## src/rtl/crc_pkg.sv

```systemverilog
// rtl/crc_pkg.sv - shared types and constants for the CRC test stage and its compare monitor
package crc_pkg;

   localparam int CRC_WIDTH_DEF = 16;

   typedef enum logic [1:0] {
      IDLE    = 2'd0,
      SETTLE  = 2'd1,
      CAPTURE = 2'd2,
      HOLD    = 2'd3
   } cmon_state_t;

   typedef struct packed {
      logic [CRC_WIDTH_DEF-1:0] checksum;
      logic                     match;
      logic [7:0]               seq;
   } cmon_result_t;

endpackage

```

## src/rtl/sat_counter.sv

```systemverilog
// rtl/sat_counter.sv - saturating up-counter with synchronous clear (clear wins over increment)
module sat_counter #(
   parameter int WIDTH = 16
) (
   input  logic             clk,
   input  logic             rstn,
   input  logic             inc,
   input  logic             clear,
   output logic [WIDTH-1:0] count
);

   always_ff @(posedge clk or negedge rstn) begin
      if (!rstn) begin
         count <= '0;
      end else if (clear) begin
         count <= '0;
      end else if (inc && (count != {WIDTH{1'b1}})) begin
         count <= count + WIDTH'(1);
      end
   end

endmodule

```

## src/rtl/crc_compare_monitor.sv

```systemverilog
// rtl/crc_compare_monitor.sv - captures two CRC engine results after a settle delay,
// compares them and presents a valid/ready record plus debug counters
module crc_compare_monitor
   import crc_pkg::*;
#(
   parameter int CRC_WIDTH     = CRC_WIDTH_DEF,
   parameter int SETTLE_CYCLES = 2,
   parameter int CNT_WIDTH     = 16
) (
   input  logic                 clk,
   input  logic                 rstn,
   input  logic                 crc_en,
   input  logic [CRC_WIDTH-1:0] checksum1,
   input  logic [CRC_WIDTH-1:0] checksum2,
   input  logic                 clear,
   output logic                 m_valid,
   input  logic                 m_ready,
   output logic [CRC_WIDTH-1:0] m_checksum,
   output logic                 m_match,
   output logic [7:0]           m_seq,
   output logic [CNT_WIDTH-1:0] pass_cnt,
   output logic [CNT_WIDTH-1:0] fail_cnt,
   output logic [CNT_WIDTH-1:0] overrun_cnt,
   output logic                 busy
);

   localparam int SW = (SETTLE_CYCLES > 1) ? $clog2(SETTLE_CYCLES) : 1;
   localparam logic [SW-1:0] SETTLE_LOAD = SW'((SETTLE_CYCLES > 1) ? SETTLE_CYCLES - 2 : 0);

   cmon_state_t   state_q, state_d;
   logic [SW-1:0] settle_cnt;
   logic          sums_equal;
   logic          capture;

   assign sums_equal = (checksum1 == checksum2);
   assign capture    = (state_q == CAPTURE);
   assign busy       = (state_q != IDLE);

   always_comb begin
      state_d = state_q;
      case (state_q)
         IDLE:    if (crc_en) state_d = (SETTLE_CYCLES == 1) ? CAPTURE : SETTLE;
         SETTLE:  if (settle_cnt == '0) state_d = CAPTURE;
         CAPTURE: state_d = HOLD;
         HOLD:    if (m_valid && m_ready) state_d = IDLE;
         default: state_d = IDLE;
      endcase
   end

   always_ff @(posedge clk or negedge rstn) begin
      if (!rstn) begin
         state_q    <= IDLE;
         settle_cnt <= '0;
         m_valid    <= 1'b0;
         m_checksum <= '0;
         m_match    <= 1'b0;
         m_seq      <= 8'd0;
      end else begin
         state_q <= state_d;
         if (state_q == IDLE) begin
            settle_cnt <= SETTLE_LOAD;
         end else if ((state_q == SETTLE) && (settle_cnt != '0)) begin
            settle_cnt <= settle_cnt - SW'(1);
         end
         if (capture) begin
            m_checksum <= checksum1;
            m_match    <= sums_equal;
            m_seq      <= m_seq + 8'd1;
         end
         // valid trails HOLD entry by one cycle; the record regs are already stable then
         if (m_valid && m_ready) begin
            m_valid <= 1'b0;
         end else if (state_q == HOLD) begin
            m_valid <= 1'b1;
         end
      end
   end

   sat_counter #(.WIDTH(CNT_WIDTH)) u_pass_cnt (
      .clk   (clk),
      .rstn  (rstn),
      .inc   (capture && sums_equal),
      .clear (clear),
      .count (pass_cnt)
   );

   sat_counter #(.WIDTH(CNT_WIDTH)) u_fail_cnt (
      .clk   (clk),
      .rstn  (rstn),
      .inc   (capture && !sums_equal),
      .clear (clear),
      .count (fail_cnt)
   );

   sat_counter #(.WIDTH(CNT_WIDTH)) u_overrun_cnt (
      .clk   (clk),
      .rstn  (rstn),
      .inc   (crc_en && busy),
      .clear (clear),
      .count (overrun_cnt)
   );

endmodule

```

## config.mk

```make
export PLATFORM = sky130hd
export DESIGN_NAME = crc_compare_monitor
export DESIGN_NICKNAME = d
export VERILOG_FILES = /design/src/rtl/crc_pkg.sv /design/src/rtl/sat_counter.sv /design/src/rtl/crc_compare_monitor.sv
export SDC_FILE = /design/constraint.sdc
export NUM_CORES = 1
export LEC_CHECK = 0
export ABC_AREA = 1
export CORE_MARGIN = 4
export CORE_UTILIZATION = 52
export CTS_BUF_LIST = sky130_fd_sc_hd__clkbuf_4 sky130_fd_sc_hd__clkbuf_8
export DETAILED_ROUTE_END_ITERATION = 8
export GPL_TIMING_DRIVEN = 0
export PLACE_DENSITY = 0.92
export SETUP_SLACK_MARGIN = 0.3
export SLEW_MARGIN = 20
export SYNTH_ARGS = -nofsm -noshare
export SYNTH_HDL_FRONTEND = slang
export SYNTH_HIERARCHICAL = 1
export SYNTH_SLANG_ARGS = --single-unit
```

## constraint.sdc

```tcl
create_clock -name clk -period 2.4 [get_ports clk]
set_input_delay 0.36 -clock clk [delete_from_list [all_inputs] [get_ports clk]]
set_output_delay 0.36 -clock clk [all_outputs]
set_load 0.005 [all_outputs]
```

==> results of run 1 <==
==> placed cells by master (no fill, tap or decap) <==
master	instances
clkdlybuf4s50_1	110
or2_2	3
inv_4	3
buf_4	2
clkbuf_8	11
inv_2	5
buf_1	3
clkinv_2	1
a21oi_4	1
nand2_4	6
xnor2_1	7
nand2_1	246
buf_12	4
o21ai_4	3
bufinv_16	1
o211ai_2	1
nor2_4	10
a21oi_1	5
ha_1	7
nand2_2	6
buf_2	2
nor3_1	4
xor2_1	16
o21ai_0	22
dlygate4sd3_1	1
nor2_1	61
ha_2	1
buf_6	2
dfrtp_1	77
nor2_2	1
nand3_1	39
clkbuf_1	1
clkinvlp_4	2
inv_1	67
clkinv_4	1
clkbuf_4	1
nor3b_2	1
nand4_1	28
o21bai_1	6
==> flip-flops by register name, summed over array words and instances, names as in the netlist <==
signal / flops
m_checksum: 16
u_fail_cnt/count: 16
u_pass_cnt/count: 16
m_match: 1
m_seq: 8
u_overrun_cnt/count: 16
m_valid: 1
state_q: 2
settle_cnt: 1
==> routing by layer <==
metal | vias to the layer above | global-route usage [%]
li1 | 2248 | -
met1 | 2181 | 28.2
met2 | 235 | 44.3
met3 | 34 | 3.89
met4 | 0 | 10.3
met5 | - | 0
==> timing repair <==
item	in CTS	in global routing
resized for setup	10	10
buffers inserted	0	0
pin swaps	0	0
hold buffers	1	0
endpoints found under the hold margin	35	0
setup endpoints to repair	25	25
==> logic make-up after synthesis <==
| logic type | count (synthesis) | share of synthesized area [%] |
|---|---|---|
| buf+inv | 88 | 8.50 |
| xor+xnor | 23 | 4.34 |
| flops | 77 | 41.6 |
| compound gates | 38 | 5.32 |
| fa+ha+maj | 8 | 2.16 |
| simple gates | 405 | 38.1 |
==> path summary, 6_finish.rpt <==
path / startpoint / to / slack (ps) / cells after the start
setup / recovery: checksum2[6] / u_pass_cnt/count[2]$_DFFE_PN0P_ / 360 / 14
hold / removal: m_checksum[9]$_DFFE_PN0P_ / m_checksum[9]$_DFFE_PN0P_ / 480 / 2
setup reg to reg: state_q[0]$_DFFE_PN0P_ / u_fail_cnt/count[11]$_DFFE_PN0P_ / 410 / 11
hold reg to reg: m_checksum[9]$_DFFE_PN0P_ / m_checksum[9]$_DFFE_PN0P_ / 480 / 2
max in group asynchronous: rstn / u_fail_cnt/count[10]$_DFFE_PN0P_ / 1300 / 3
min in group asynchronous: rstn / m_seq[3]$_DFFE_PN0P_ / 510 / 2
==> through the flow <==
step	hold WS, ps	power, mW	std cells	utilization (%)
floorplan	64.4	2.39	639	-
global placement	456	3.07	858	67.8
detailed placement	353	3.16	859	68.0
CTS	479	4.23	876	70.9
global route	495	4.47	876	71.2
finish	476	4.22	876	71.2
==> worst max-delay path, cell delays in order <==
cell,delay (ps)
clkdlybuf4s50_1,510
inv_1,80
nand2_1,60
nand2_1,50
nor2_1,110
nand2_1,110
nor2_4,140
nand3_1,130
inv_1,140
inv_1,80
nor2_4,150
buf_6,160
nand4_1,100
nand2_1,120
==> power breakdown <==
part	switching (mW)	leakage, nW	internal [mW]
Clock	0.487	0.102	0.538
Sequential	0.174	1.03	1.52
Combinational	0.754	1.89	0.739
==> final cells by class <==
cell class	instances	area share, %
Multi-Input combinational cell	474	38.2
Sequential cell	77	31.2
Timing Repair Buffer	113	18.4
Inverter	75	4.68
Clock buffer	11	2.45
Tap cell	108	2.19
Buffer	13	1.98
Clock inverter	5	0.951
==> impl_metrics.json, run 1 <==
{
  "first_pass_iters": 5,
  "clock-root-buffer": "clkbuf_8",
  "detail_route.wl_per_cell_um": 14.5,
  "cts_buffers": 9,
  "synth_area_leader_cell": "dfrtp_1",
  "arrival_ps": 2320,
  "syn2layout_area_growth_pct": 33.3,
  "grt_pass1_wl_mm": 20.5,
  "synth_common_cells": "nand2_1, dfrtp_1, inv_1, nor2_1, nand3_1",
  "clock_path_buffers": 2,
  "ant_nets": 0,
  "synth_area_leaders": "dfrtp_1, nand2_1, inv_1, nor2_1, nand3_1",
  "peakVddDrop_mv": 0.391,
  "finalWorstSetupSlack_ps": 360,
  "met3_wirelength_um": 792,
  "cts_tree": "done",
  "synthesis.area_um2": 4640,
  "setup_tns_ps": 0,
  "grtUsageTotal_pct": 24.4,
  "async_flop_share_pct": 100,
  "grt_pass1_vias": 4575,
  "synth_nets": 684,
  "synth-seq-cells": 77,
  "routed.top_layer": "met4",
  "vias": 4698,
  "synth.avg_cell_area_um2": 7.26,
  "port_buffers": 111,
  "fin_crit_sh_pct": 85.0,
  "ys_warn_count": 6,
  "slew_headroom_pct": 66.7,
  "fill_cells": 644,
  "power.density_nw_per_um2": 682,
  "ys_seq_area_share_pct": 41.6,
  "die_area_um2": 10500,
  "hold_viol_final": 0,
  "h-tree-depth": 3,
  "worst_ep_required_time_ps": 2680,
  "synth_top_area_share_pct": 41.6,
  "antenna_cells": 0,
  "skew_ps": 12.0,
  "synth_flop_cell": "dfrtp_1",
  "drv_cap": 0,
  "dpl-instance-area_um2": 5900,
  "min_path_type": "reg -> reg",
  "synth_cell_types": 27,
  "tightest_slew_ps": 499,
  "slew_viol_final": 0,
  "rows": 34,
  "grt-ovfl-total": 0,
  "rsz0062_at_grt": "true",
  "fin_crit_ps": 2040,
  "status": "finished, final reports clean",
  "clk_pin_slew_ps": 90,
  "regArea_um2": 1930,
  "initial_core_util_pct": 53.4,
  "routabilityCongestion": 0.912,
  "finalNetCount": 808,
  "die_x_um": 102,
  "synth.most_common_cell": "nand2_1",
  "clk_latency_ps": 340,
  "p_leak_nw": 3.02,
  "met1_length_mm": 4.87,
  "design_area_um2": 6180,
  "wl_met2_mm": 6.70,
  "core_area_um2": 8680,
  "synthCells": 639,
  "multi_input_area_um2": 2360,
  "path_class": "in -> reg",
  "drive_above_1_share_pct": 8.85,
  "synth_edf_count": 0,
  "worstSetupEndpointType": "register",
  "grt_start_max_net_pins": 42,
  "via_per_inst": 5.36,
  "setup_violations": 0,
  "antenna_found_initial": 0,
  "max_freq_ghz": 0.490,
  "cp_max_fo": 10,
  "drt-initial-drc-count": 305,
  "cp-start-kind": "primary input",
  "drcViolationCount": 0,
  "dpl.hpwl_mm": 9.65,
  "drt-total-wl_mm": 12.7,
  "cts.sinks": 77,
  "io_pins": 112,
  "die_y_um": 102,
  "pre_cts_ws_ps": -131
}
Note: power is estimated with default switching activity, not from simulation.
==> inputs of run 2 (changes only) <==
==> constraint.sdc (replaced) <==
create_clock -name clk -period 2 [get_ports clk]
set_input_delay 0.3 -clock clk [delete_from_list [all_inputs] [get_ports clk]]
set_output_delay 0.3 -clock clk [all_outputs]
set_load 0.005 [all_outputs]
==> impl_metrics.json, run 2 (synthesized netlist as in run 1, its figures left out) <==
{
  "vias": 4911,
  "io_pins": 112,
  "pre_cts_ws_ps": -498,
  "cp-start-kind": "register",
  "arrival_ps": 2020,
  "gr-usage-met2_pct": 43.9,
  "fin_crit_ps": 1740,
  "die_x_um": 102,
  "first_pass_iters": 5,
  "status": "finished, final reports clean",
  "slew_headroom_pct": 63.6,
  "timing.rr.start": "state_q[0]$_DFFE_PN0P_",
  "finalNetCount": 841,
  "crit_path_frequent_cell": "inv_2",
  "seqPwrFrac_pct": 36.5,
  "rows": 34,
  "critPathTopFamily": "buffers and inverters",
  "drt-total-wl_mm": 14.2,
  "finalWorstSetupSlack_ps": 258,
  "skew_ps": 14.7,
  "ant_nets": 0,
  "max_freq_ghz": 0.574,
  "drt-initial-drc-count": 293,
  "antenna_cells": 0,
  "worstPathCellList": "inv_2 > ha_4 > inv_4 > buf_6 > buf_8 > a21oi_4 > inv_2 > nor2_4 > buf_4 > nand4_1 > nand2_1",
  "p_int_mw": 3.74,
  "grt_use_met3_pct": 3.55,
  "drv_cap": 0,
  "core_area_um2": 8680,
  "fin_util_pct": 76.4,
  "setup_violations": 0,
  "grt_start_max_net_pins": 41,
  "grt_pass1_wl_mm": 20.9,
  "clock-root-buffer": "clkbuf_8",
  "routabilityCongestion": 0.887,
  "cts_tree": "done",
  "via_per_inst": 5.40,
  "path_class": "reg -> reg",
  "clock_path_buffers": 2,
  "final_common_cell": "nand2_1",
  "place_inst": 859,
  "drcViolationCount": 0,
  "dpl.hpwl_mm": 9.37,
  "hold_viol_final": 0,
  "slew_viol_final": 0,
  "clk_pin_slew_ps": 80,
  "cp_num_buf_inv": 6,
  "cp_slowest_stage_delay_ps": 400,
  "drive_above_1_share_pct": 17.1,
  "rsz0062_at_grt": "true",
  "peakVddDrop_mv": 0.446,
  "worstSetupEndpointType": "register",
  "setup_tns_ps": 0,
  "combPwrFrac_pct": 39.3,
  "final_cell_mix": "nand2_1, clkdlybuf4s50_1, dfrtp_1",
  "p_leak_nw": 3.40,
  "grt_pass1_vias": 4682,
  "use_met1_pct": 29.8,
  "power.density_nw_per_um2": 847,
  "min-delay-start": "checksum1[0]",
  "swShare_pct": 33.2,
  "cts_buffers": 9,
  "antenna_found_initial": 0,
  "initial_core_util_pct": 53.4,
  "cp_max_fo": 5,
  "worst_ep_required_time_ps": 2270,
  "min_path_type": "in -> reg",
  "top_usage_layer": "met2",
  "port_buffers": 111,
  "tightest_slew_ps": 544,
  "finalPower_mw": 5.61,
  "cp_slowest_cell": "dfrtp_1",
  "cp-startpoint": "state_q[0]$_DFFE_PN0P_",
  "die_y_um": 102,
  "instances_no_fill": 909,
  "die_area_um2": 10500,
  "cts.sinks": 77,
  "syn2layout_area_growth_pct": 42.9,
  "power_switching_mw": 1.86,
  "grt-ovfl-total": 0,
  "power.share.clock_pct": 24.1,
  "clk_latency_ps": 350,
  "detail_route.wl_per_cell_um": 15.6,
  "fin_crit_sh_pct": 87.1,
  "h-tree-depth": 3,
  "grtUsageTotal_pct": 24.8
}
[run 2: layout make-up]
type	instances	area [um2]
repair buffers	146	1440
inverters	75	297
clock inverters	3	68.8
fillers	571	2050
well taps	108	135
clock buffers	13	160
multi-input cells	474	2450
plain buffers	13	139
flip-flops and latches	77	1940
[run 2: stage by stage]
| stage | instance area (um2) | hold slack (ps) |
|---|---|---|
| finish | 6630 | 269 |
| global route | 6630 | 266 |
| CTS | 6300 | 330 |
| detailed placement | 5930 | 300 |
| global placement | 5910 | 455 |
| floorplan | 4660 | 4.41 |
[run 2: routing by layer]
layer  wire, um  vias to the layer above
met2       7320                      250
met5          0                        -
met3       1030                       55
met4        507                        0
met1       5350                     2295
li1           -                     2311
[run 2: what timing repair did]
| action | 4_1_cts | 5_1_grt |
|---|---|---|
| pin swaps | 10 | 26 |
| setup buffers | 9 | 21 |
| gates resized for setup | 43 | 60 |
| endpoints found under the setup margin | 47 | 58 |
| hold buffers | 1 | 0 |
| cloned | 2 | 1 |
| endpoints found under the hold margin | 37 | 0 |
[run 2: path summary, 6_finish.rpt]
| check | endpoint | slack [ps] | depth (start not counted) |
|---|---|---|---|
| worst max-delay path | u_fail_cnt/count[15]$_DFFE_PN0P_ | 260 | 11 |
| min in group asynchronous | m_seq[7]$_DFFE_PN0P_ | 470 | 2 |
| worst min register to register | m_checksum[11]$_DFFE_PN0P_ | 480 | 2 |
| worst min-delay path | m_checksum[0]$_DFFE_PN0P_ | 270 | 3 |
| worst max register to register | u_fail_cnt/count[15]$_DFFE_PN0P_ | 260 | 11 |
| max in group asynchronous | u_pass_cnt/count[7]$_DFFE_PN0P_ | 930 | 3 |
[run 2: tightest hold or removal path: cells and delay by family]
| family | cells | cell delay, ps |
|---|---|---|
| buf+inv | 2 | 210 |
| compound gates | 1 | 70 |
[run 2: power groups by stage]
stage               Sequential (mW)  Combinational [mW]  Clock [mW]
finish                         2.05                2.21        1.35
global route                   2.07                2.39        1.43
CTS                            2.05                1.92        1.37
detailed placement             2.08                1.75           0
global placement               2.05                1.66           0
floorplan                      2.06               0.850           0
